File: config.mk
export PLATFORM = sky130hd
export DESIGN_NAME = digit_scanner
export DESIGN_NICKNAME = d
export VERILOG_FILES = /design/src/rtl/display_pkg.sv /design/src/rtl/next_digit_finder.sv /design/src/rtl/digit_scanner.sv
export SDC_FILE = /design/constraint.sdc
export NUM_CORES = 1
export LEC_CHECK = 0
export CAP_MARGIN = 5
export CORE_AREA = 2 2 71 59
export CTS_CLUSTER_SIZE = 20
export DETAILED_ROUTE_END_ITERATION = 10
export DIE_AREA = 0 0 73 61
export GPL_TIMING_DRIVEN = 0
export PLACE_DENSITY = 0.65
export SYNTH_ARGS = -nofsm -noshare
export SYNTH_HDL_FRONTEND = slang
export SYNTH_SLANG_ARGS = --single-unit
File: constraint.sdc
create_clock -name clk_i -period 3.9 [get_ports clk_i]
set_input_delay 0.975 -clock clk_i [delete_from_list [all_inputs] [get_ports clk_i]]
set_output_delay 0.975 -clock clk_i [all_outputs]
set_load 0.05 [all_outputs]
File: src/rtl/display_pkg.sv
// Shared types and helpers for multiplexed display blocks (scanners, segment decoders).
package display_pkg;

    typedef enum logic [1:0] {
        IDLE  = 2'd0,
        BLANK = 2'd1,
        DRIVE = 2'd2
    } scan_state_e;

    function automatic int idx_w(input int digits);
        return (digits > 1) ? $clog2(digits) : 1;
    endfunction

endpackage

File: src/rtl/next_digit_finder.sv
// Combinational search for the nearest enabled digit after idx_i in the dir_i direction,
// wrapping modulo digits_p; the current digit itself is never a candidate.
module next_digit_finder
    import display_pkg::*;
#(
    parameter int digits_p = 4,
    parameter int IW       = idx_w(digits_p)
) (
    input  logic [digits_p-1:0] mask_i,
    input  logic [IW-1:0]       idx_i,
    input  logic                dir_i,
    output logic [IW-1:0]       next_o,
    output logic                found_o
);

    int pos;

    // Walk from the farthest offset inward so the nearest enabled digit wins.
    always_comb begin
        next_o  = idx_i;
        found_o = 1'b0;
        pos     = 0;
        for (int k = digits_p - 1; k >= 1; k--) begin
            pos = dir_i ? (int'(idx_i) + digits_p - k) : (int'(idx_i) + k);
            if (pos >= digits_p) pos = pos - digits_p;
            if (mask_i[IW'(pos)]) begin
                next_o  = IW'(pos);
                found_o = 1'b1;
            end
        end
    end

endmodule

File: src/rtl/digit_scanner.sv
// Multiplexed display scanner: slot counter, blank/drive sequencing, masked digit
// rotation and registered select/index/slot/blank outputs.
module digit_scanner
    import display_pkg::*;
#(
    parameter int digits_p     = 4,
    parameter int div_p        = 100000,
    parameter int blank_p      = 1000,
    parameter bit active_low_p = 1'b1
) (
    input  logic                         clk_i,
    input  logic                         rst_i,
    input  logic                         en_i,
    input  logic [digits_p-1:0]          mask_i,
    input  logic                         dir_i,
    output logic [digits_p-1:0]          sel_o,
    output logic [$clog2(digits_p)-1:0]  idx_o,
    output logic                         slot_o,
    output logic                         blank_o
);

    localparam int IW = idx_w(digits_p);
    localparam int CW = $clog2(div_p);
    localparam logic [CW-1:0]       CNT_LAST  = CW'(div_p - 1);
    localparam logic [CW-1:0]       CNT_BLANK = CW'(blank_p);
    localparam logic [digits_p-1:0] SEL_OFF   = {digits_p{active_low_p}};

    scan_state_e         state_q, state_d;
    logic [CW-1:0]       cnt_q, cnt_d;
    logic [IW-1:0]       idx_q, idx_d;
    logic [digits_p-1:0] sel_q, sel_d;
    logic                slot_q, slot_d;
    logic                blank_q, blank_d;
    logic [IW-1:0]       nxt_idx;
    logic                nxt_found;
    logic                live;

    next_digit_finder #(.digits_p(digits_p), .IW(IW)) u_find (
        .mask_i  (mask_i),
        .idx_i   (idx_q),
        .dir_i   (dir_i),
        .next_o  (nxt_idx),
        .found_o (nxt_found)
    );

    // Outputs are computed from the next-cycle counter/index so they line up with cnt.
    always_comb begin
        cnt_d   = '0;
        idx_d   = idx_q;
        slot_d  = 1'b0;
        state_d = IDLE;
        if (en_i) begin
            if (state_q == IDLE) begin
                slot_d = 1'b1;
            end else if (cnt_q == CNT_LAST) begin
                slot_d = 1'b1;
                if (nxt_found) idx_d = nxt_idx;
            end else begin
                cnt_d = cnt_q + 1'b1;
            end
            state_d = (cnt_d < CNT_BLANK) ? BLANK : DRIVE;
        end
        live    = (state_d == DRIVE) && mask_i[idx_d];
        sel_d   = SEL_OFF;
        if (live) sel_d[idx_d] = ~active_low_p;
        blank_d = ~live;
    end

    always_ff @(posedge clk_i or posedge rst_i) begin
        if (rst_i) begin
            state_q <= IDLE;
            cnt_q   <= '0;
            idx_q   <= '0;
            sel_q   <= SEL_OFF;
            slot_q  <= 1'b0;
            blank_q <= 1'b1;
        end else begin
            state_q <= state_d;
            cnt_q   <= cnt_d;
            idx_q   <= idx_d;
            sel_q   <= sel_d;
            slot_q  <= slot_d;
            blank_q <= blank_d;
        end
    end

    assign sel_o   = sel_q;
    assign idx_o   = idx_q;
    assign slot_o  = slot_q;
    assign blank_o = blank_q;

endmodule

==> impl_metrics.toml <==
[routing]
via_per_inst = 5.67
vias = 1326
drtIter0Drc = 119
first_pass_iters = 4
drc = 0
wirelength_um = 3350
ant_nets = 0
wl_per_cell_um = 14.3

[place]
dp_cells = 230
place_ws_ns = 0.665
dpl.hpwl_um = 2480
portBuffers = 15
gp_congestion = 0.848

[clock_tree]
clkSinkCount = 27
cts_tree = "built"
htree_levels = 1
path_clk_slew_ns = 0.09
postCtsHoldBufs = 0
cts_buffers = 3
cts_root_buffer = "clkbuf_8"
cts.path.max_buffers = 2
post_cts.repair.setup_buffers = 0
clkLatencyLatePin_ns = 0.28
post_cts_resized = 0

[synth]
yosysUniqueCellTypes = 52
yosysSeqAreaShare = 0.417
synth_seq_cells = 27
ys_warn_count = 0
syn-cell-area_mm2 = 0.00163
synth-edff-count = 0
syn_inst = 171
syn-num-nets = 180
postSynth.asyncResetShare = 1.00
synth_ff_type = "dfrtp_1"
synth.avg_cell_area_um2 = 9.56

[timing]
skew_ns = 0.00542
clock.fmax_mhz = 338
setup_viol = 0
tightest_slew_ns = 0.993
finalCritPeriodShare = 0.759
rsz0062_at_grt = "no"
hold_viol = 0
drv_slew = 0
period_minus_slack_ns = 2.96
max-slew-margin-rel = 0.337
layout_setup_ws_ns = 0.938
tns_ns = 0

[worst_setup_path]
end_kind = "register"
start_kind = "input port"
crit_required_ns = 4.11
path_delay_family = "simple AND/OR/NAND/NOR gates"
cp_cell_sequence = "clkdlybuf4s50_1 > or3b_2 > a21oi_1 > nor3_1 > o211a_4 > nor2_2 > mux2_4 > o211ai_2"
cpMaxStageDelayCell = "clkdlybuf4s50_1"
critPathKind = "input port to register"
path_buf_inv = 1
slowest_delay_ns = 0.59
arrival_ns = 3.17
cp_max_fo = 6

[finish]
synthToLayoutAreaGrowth_pct = 15.5
diodes = 0
layout.nets = 200
nFillCells = 320
drive_above_1_share = 0.158
mostFrequentLayoutCells = "22 x nor2_1, 22 x dfrtp_1, 15 x clkdlybuf4s50_1, 12 x nand2_1, 12 x nand3_1"
seq_area_um2 = 682
finalNonFillerCells = 234
multi_input_area_um2 = 863

[floorplanning]
num_rows = 20
fp.dieH_um = 61
initial_core_util = 0.438
dieWidth_um = 73
io_pins = 16
core_mm2 = 0.00373
dieArea_mm2 = 0.00445

[flow_run]
maxCapViolCount = 0

[grt]
grt_max_degree = 28
first_global_vias = 1239
gr-total-overflow = 0
grt_pass1_wl_um = 5730
grt_antenna_before_repair = 0
gr-usage-all-layers = 0.166

[power]
p_per_area_mw_per_mm2 = 255
leakagePower_uw = 0.000721
vdd_drop_max_mv = 0.186

[run_status]
status = "finished clean"

[min_path]
worstHoldPathType = "register to register"
## synthesized netlist by cell type (4+ instances only)
library cell,instances,share of area
nor3_1,6,0.018
nand3_1,12,0.037
nand2_1,12,0.028
inv_1,4,0.0092
nor2b_1,4,0.015
o21ai_0,5,0.015
xnor2_1,5,0.027
a21oi_1,5,0.015
dfstp_2,5,0.080
dfrtp_1,22,0.34
xor2_1,11,0.059
nand4_1,6,0.023
nor2_1,22,0.051
## registers in the layout, summed over array words and instances (netlist names)
| name | cells |
|---|---|
| idx_o | 2 |
| cnt_q | 17 |
| state_q | 2 |
| slot_o | 1 |
| blank_o | 1 |
| sel_o | 4 |
## layout make-up
type                       instances  area share
timing repair buffer              15      0.0795
clock inverter                     1     0.00398
buffer                             9      0.0371
tap                               44      0.0292
inverter                           5     0.00994
clock buffer                       3      0.0219
multi-input combinational        130       0.457
sequential                        27       0.361
## metrics by stage
stage,util,hold slack [ns],cell area (µm²),power (µW)
4_1_cts,0.506,0.486,1890,490
2_1_floorplan,-,0.455,1630,308
6_report,0.506,0.482,1890,481
5_1_grt,0.506,0.523,1890,505
3_5_place_dp,0.493,0.474,1840,325
3_3_place_gp,0.493,0.469,1840,324
## metal layers
metal  up-vias  track usage  part of all wire  routed length [µm]
li1        642            -                 -                   -
met4         0       0.0476            0.0084                  28
met3         4       0.0382             0.048                 161
met1       646        0.253              0.53                1770
met5         -            0                 0                   0
met2        34        0.233              0.41                1390
## cells by family (layout without fill, tap and decap cells)
kind of cell	Yosys count	after routing	synth area share
muxes	5	5	0.0413
AOI/OAI and AO/OA	26	26	0.121
xor gates and xnor gates	16	16	0.0858
adders and majority gates	1	1	0.00766
DFF	27	27	0.417
and+or+nand+nor	82	82	0.273
buffers and inverters	14	33	0.0544
## worst paths after layout
| path | startpoint | to | slack (ns) | cells after the start |
|---|---|---|---|---|
| hold / removal | cnt_q[0] | cnt_q[0] | 0.48 | 1 |
| max in group asynchronous | rst_i | cnt_q[4] | 2.07 | 2 |
| hold reg to reg | cnt_q[0] | cnt_q[0] | 0.48 | 1 |
| setup / recovery | mask_i[1] | blank_o | 0.94 | 8 |
| min in group asynchronous | rst_i | cnt_q[10] | 1.23 | 2 |
| setup reg to reg | cnt_q[11] | blank_o | 1.43 | 8 |
## power by group
| part | internal [µW] | switching, µW | total (µW) |
|---|---|---|---|
| registers | 282 | 1.12 | 283 |
| logic | 14.3 | 22.3 | 36.7 |
| clock network | 72.6 | 88.7 | 161 |
(Power assumes the default switching activity.)
